===== src/rtl/div_iter_unit.sv =====
// Iterative radix-2 restoring divider with div-by-zero fast path and synchronous flush.
// Define DIV_SIGNED_EN for two's-complement operands; the default build is unsigned.
module div_iter_unit #(
  parameter int WIDTH = 32
) (
  input  logic             clk,
  input  logic             rst_n,
  input  logic             flush,
  input  logic             valid_in,
  output logic             ready_out,
  input  logic [WIDTH-1:0] dividend,
  input  logic [WIDTH-1:0] divisor,
  output logic             valid_out,
  input  logic             ready_in,
  output logic [WIDTH-1:0] quotient,
  output logic [WIDTH-1:0] remainder,
  output logic             div_by_zero,
  output logic             busy
);

  localparam int CNT_W = $clog2(WIDTH);
  localparam logic [CNT_W-1:0] CNT_LAST = CNT_W'(WIDTH - 1);

  typedef enum logic [1:0] {IDLE, LOAD, RUN, DONE} state_t;

  state_t state, state_nxt;

  logic [WIDTH-1:0] op_a, op_b;
  logic [WIDTH-1:0] dvs;
  logic [WIDTH:0]   rem;
  logic [WIDTH-1:0] quo;
  logic [CNT_W-1:0] cnt;

  logic [WIDTH+1:0] shifted, trial;
  logic             trial_ok;
  logic [WIDTH:0]   rem_nxt;
  logic [WIDTH-1:0] quo_nxt;
  logic [WIDTH-1:0] a_mag, b_mag, q_fin, r_fin;
  logic             last_iter;

  // ---------------- FSM ----------------
  always_ff @(posedge clk or negedge rst_n) begin
    if (!rst_n) state <= IDLE;
    else        state <= state_nxt;
  end

  always_comb begin
    state_nxt = state;
    ready_out = 1'b0;
    valid_out = 1'b0;
    busy      = 1'b1;
    case (state)
      IDLE: begin
        ready_out = 1'b1;
        busy      = 1'b0;
        if (valid_in) state_nxt = LOAD;
      end
      LOAD:    state_nxt = (op_b == '0) ? DONE : RUN;
      RUN:     if (last_iter) state_nxt = DONE;
      DONE: begin
        valid_out = 1'b1;
        if (ready_in) state_nxt = IDLE;
      end
      default: state_nxt = IDLE;
    endcase
    if (flush) state_nxt = IDLE;
  end

  assign last_iter = (cnt == CNT_LAST);

  // ---------------- iteration step ----------------
  // rem never exceeds the divisor, so its top bit is zero and the widened
  // subtraction's MSB is a clean borrow.
  always_comb begin
    shifted  = {rem, quo[WIDTH-1]};
    trial    = shifted - {2'b00, dvs};
    trial_ok = ~trial[WIDTH+1];
    rem_nxt  = trial_ok ? trial[WIDTH:0] : shifted[WIDTH:0];
    quo_nxt  = {quo[WIDTH-2:0], trial_ok};
  end

`ifdef DIV_SIGNED_EN
  logic neg_q, neg_r;

  // MIN/-1 needs no special case: |MIN| divides to the MIN bit pattern and
  // the two negative signs cancel.
  assign a_mag = op_a[WIDTH-1] ? -op_a : op_a;
  assign b_mag = op_b[WIDTH-1] ? -op_b : op_b;
  assign q_fin = neg_q ? -quo_nxt : quo_nxt;
  assign r_fin = neg_r ? -rem_nxt[WIDTH-1:0] : rem_nxt[WIDTH-1:0];

  always_ff @(posedge clk or negedge rst_n) begin
    if (!rst_n) begin
      neg_q <= 1'b0;
      neg_r <= 1'b0;
    end else if (!flush && state == LOAD) begin
      neg_q <= op_a[WIDTH-1] ^ op_b[WIDTH-1];
      neg_r <= op_a[WIDTH-1];
    end
  end
`else
  assign a_mag = op_a;
  assign b_mag = op_b;
  assign q_fin = quo_nxt;
  assign r_fin = rem_nxt[WIDTH-1:0];
`endif

  // ---------------- datapath ----------------
  // A flush freezes every datapath register; only the state returns to IDLE.
  always_ff @(posedge clk or negedge rst_n) begin
    if (!rst_n) begin
      op_a        <= '0;
      op_b        <= '0;
      dvs         <= '0;
      rem         <= '0;
      quo         <= '0;
      cnt         <= '0;
      quotient    <= '0;
      remainder   <= '0;
      div_by_zero <= 1'b0;
    end else if (!flush) begin
      case (state)
        IDLE: begin
          if (valid_in) begin
            op_a <= dividend;
            op_b <= divisor;
          end
        end
        LOAD: begin
          if (op_b == '0) begin
            quotient    <= '1;
            remainder   <= op_a;
            div_by_zero <= 1'b1;
          end else begin
            rem <= '0;
            quo <= a_mag;
            dvs <= b_mag;
            cnt <= '0;
          end
        end
        RUN: begin
          rem <= rem_nxt;
          quo <= quo_nxt;
          cnt <= cnt + 1'b1;
          if (last_iter) begin
            quotient    <= q_fin;
            remainder   <= r_fin;
            div_by_zero <= 1'b0;
          end
        end
        default: ;
      endcase
    end
  end

endmodule


===== config.mk =====
export PLATFORM = sky130hd
export DESIGN_NAME = div_iter_unit
export DESIGN_NICKNAME = d
export VERILOG_FILES = /design/src/rtl/div_iter_unit.sv
export SDC_FILE = /design/constraint.sdc
export NUM_CORES = 1
export LEC_CHECK = 0
export ABC_AREA = 1
export CAP_MARGIN = 20
export CORE_MARGIN = 10
export CORE_UTILIZATION = 40
export CTS_CLUSTER_DIAMETER = 200
export CTS_CLUSTER_SIZE = 24
export DETAILED_ROUTE_END_ITERATION = 8
export DONT_BUFFER_PORTS = 1
export HOLD_SLACK_MARGIN = 0.03
export SLEW_MARGIN = 10
export SYNTH_ARGS = -nofsm -noshare
export SYNTH_HDL_FRONTEND = slang
export SYNTH_SLANG_ARGS = --single-unit

===== constraint.sdc =====
create_clock -name clk -period 2.5 [get_ports clk]
set_clock_uncertainty 0.15 [all_clocks]
set_input_delay 0.125 -clock clk [delete_from_list [all_inputs] [get_ports clk]]
set_output_delay 0.125 -clock clk [all_outputs]
set_load 0.02 [all_outputs]

==> metrics.txt <==
status=finished with violations; violated checks=negative hold slack; # hold bufs at CTS=90; FF/Latch Area=5840 um^2; Vias=11500; area grow syn2layout=29.4%; DR iter-0 viols=767; Wirelength per Cell=17.2 um; synthesized area per cell=7.71 um^2; largest family of logic cells by synthesized area=simple AND/OR/NAND/NOR gates; sequential area share after synthesis=44.7%; die height=201 um; die area=40300 um^2; vias in the first global route=11500; fmax=407 MHz; crit-path cells=ha_4 -> a21oi_2 -> o21ai_1 -> inv_1 -> nand2_4 -> a21oi_4 -> nand2_4 -> nand2_8 -> clkbuf_16 -> nand4_1 -> nand3_2 -> nand2_1 -> inv_1; area share of the largest cell type after synthesis=44.7%; hold slack final=-823 ps; CP peak stage delay=470 ps; overall power=17.9 mW; clk buf depth=3; period utilization=98.2%; clock slew at reported path FFs=110 ps; maximum vdd drop=0.786 mV; non-filler cells, final=2346; layout filler cell count=3113; predominant post-synthesis flop cell=dfrtp_1; Cell Area, Placed=14600 um^2; Final Wtd Congestion=0.920; critical path class=flop to flop; CP Capture Type=flop; DP Cell Count=2220; critical path launch point type=flop; final worst slack=45.7 ps; register bit total from synthesis=233; TritonRoute pass-1 iters=5; Post-Synth Simple-Gate Area=29.9%; Leak Pwr=8.53 nW; largest net degree at the start of global routing=234; Pwr Density=1060 nW/um^2; FP Rows=66; Tmin final=2450 ps; Place WS=-172 ps; CTS tree=built; largest fanout on the critical path=6; actual slew at the worst max-slew pin=674 ps; max-cap violation count=0; synthesized area=13100 um^2; total core area=32400 um^2; share of layout cells above drive strength 1=24.8%; Tot GR Track Use=19.3%; Mapped Nets=1801; first-pass GRT wire length=63500 um; HP Class=input pin to async pin; post-synthesis mux area share=3.61%; Ant. Diodes=0; Syn Inst Count=1692; final setup fails=0; drt total wl=40400 um; Synth Area in XOR/XNOR=1.07%; Worst EP required=2800 ps; unrepaired setup endpoints after global routing=true; Max H-tree Level=1; post-synthesis adder-cell area fraction=3.89%; Final Cell Area=16900 um^2; Compound-Gate Fraction of Synth Area=7.98%; placed wire-length estimate=29100 um; Final ANT Viol Nets=0; Final Max Slew Viols=0; slew margin rel.=55.1%; Final #Nets=2013; number of I/O pins=137; critical path arrival=2750 ps; R2R depth=13; IO buf count=0; Die Wd=201 um; Slowest cell on crit path=dfrtp_2; Async S/R FF share, synth=100%; synth top area cells=dfrtp_1, nand2_1, inv_1, nor2_1, o21ai_0; Fin. Hold Viols=233; vias per inst=4.92; clock sink total=233; grt total ovfl=0; Num CTS Buffers=13; initial antenna violation count=0; synth warn=0; Distinct cells, synth=46; drt drc=0; area leader, netlist=dfrtp_1; clock root buffer=clkbuf_16; Post-synth EDFFs=0; worst-skew pair later-pin latency=500 ps; starting density of the core=40.3%; multi-input logic area=6910 um^2
==> metal layers <==
| metal | vias up | part of all wire (%) | GRT usage (%) |
|---|---|---|---|
| met3 | 36 | 4.6 | 3.02 |
| met4 | 0 | 1.8 | 3.65 |
| li1 | 5774 | - | - |
| met2 | 202 | 49 | 33.8 |
| met1 | 5535 | 45 | 24.7 |
| met5 | - | 0 | 0 |
==> per-stage QoR <==
| stage | TNS, ps | util (%) | hold WS (ps) |
|---|---|---|---|
| after global placement | -5420 | 45.0 | -308 |
| after floorplan | 0 | - | -321 |
| after global routing | -2600 | 52.2 | -857 |
| after detailed placement | -6190 | 45.0 | -307 |
| after CTS | -17.7 | 49.9 | -845 |
| final | 0 | 52.2 | -823 |
==> area by class of cell <==
| cell class | instances | area share, % |
|---|---|---|
| clock buffers | 13 | 1.93 |
| clock inverters | 2 | 0.104 |
| inverters | 219 | 4.91 |
| multi-input cells | 1176 | 40.9 |
| flip-flops and latches | 233 | 34.6 |
| well taps | 442 | 3.28 |
| repair buffers | 261 | 14.2 |
==> registers in the layout (all words and copies together) (netlist names) <==
name,flops
a_mag,32
b_mag,32
cnt,5
div_by_zero,1
dvs,32
quo,32
quotient,32
rem,33
remainder,32
state,2
==> logic make-up (layout without fill, tap and decap cells) <==
group / count (synthesis) / in the layout
buffers and inverters: 286 / 495
adder cells (fa/ha/maj): 40 / 40
AND/OR/NAND/NOR: 875 / 878
XOR/XNOR: 16 / 16
AO/OA/AOI/OAI: 200 / 200
flip-flops: 233 / 233
multiplexers: 42 / 42
==> Yosys cell counts, types with 2 or more instances <==
library cell and count:
nor3_1 5, buf_4 5, a22o_1 2, xnor2_1 3, nor2_2 4, nand3_1 71
mux2_2 41, nand2_2 4, nand2_1 489, clkbuf_1 41, nand4_1 42, clkbuf_4 2
buf_2 16, dfrtp_1 233, nor2_1 178, a21o_1 3, nor4_1 4, nor3_2 2
nand3_4 2, xor2_1 13, or2_2 33, nand3_2 29, inv_1 214, o21ai_1 3
buf_12 2, a21oi_1 80, inv_2 5, ha_1 39, nand2_4 5, o21ai_0 106
==> placed cells by master (no fill, tap or decap), types with 14 or more instances in the layout <==
master / instances
dlygate4sd3_1: 90
ha_4: 25
dfrtp_1: 225
or2_2: 33
nor2_1: 162
o21ai_0: 101
nand4_1: 42
a21oi_2: 14
nand2_2: 36
a21oi_1: 65
nand2_4: 14
nand2_1: 447
mux2_2: 41
buf_4: 151
inv_2: 25
clkbuf_16: 16
nand3_2: 40
nand3_1: 54
inv_1: 192
==> worst max-delay path: cells and delay by family (launching register included) <==
| kind | cells | cell delay, ps |
|---|---|---|
| buffers and inverters | 3 | 340 |
| AND/OR/NAND/NOR | 6 | 680 |
| flip-flops | 1 | 470 |
| adder cells (fa/ha/maj) | 1 | 250 |
| AO/OA/AOI/OAI | 3 | 510 |
==> worst paths after layout <==
| path | startpoint | to | slack, ps |
|---|---|---|---|
| hold / removal | rst_n | b_mag[30] | -820 |
| setup reg to reg | rem[21] | remainder[24] | 50 |
| hold reg to reg | b_mag[21] | dvs[21] | 370 |
| setup / recovery | rem[21] | remainder[24] | 50 |
| max in group asynchronous | rst_n | rem[17] | 2430 |
| min in group clk | dividend[1] | a_mag[1] | 150 |
==> power breakdown <==
group / total, mW / internal, mW / switching [mW]
clock: 2.23 / 0.957 / 1.27
sequential: 7.14 / 5.36 / 1.78
combinational: 8.49 / 3.57 / 4.93
==> what timing repair did <==
action | in CTS | in global routing
endpoints found under the hold margin | 331 | 233
buffers inserted | 5 | 9
endpoints found under the setup margin | 70 | 87
pin swaps | 14 | 91
gates resized for setup | 60 | 135
gates cloned | 3 | 5
No activity file was read; power rests on OpenSTA's default activity.
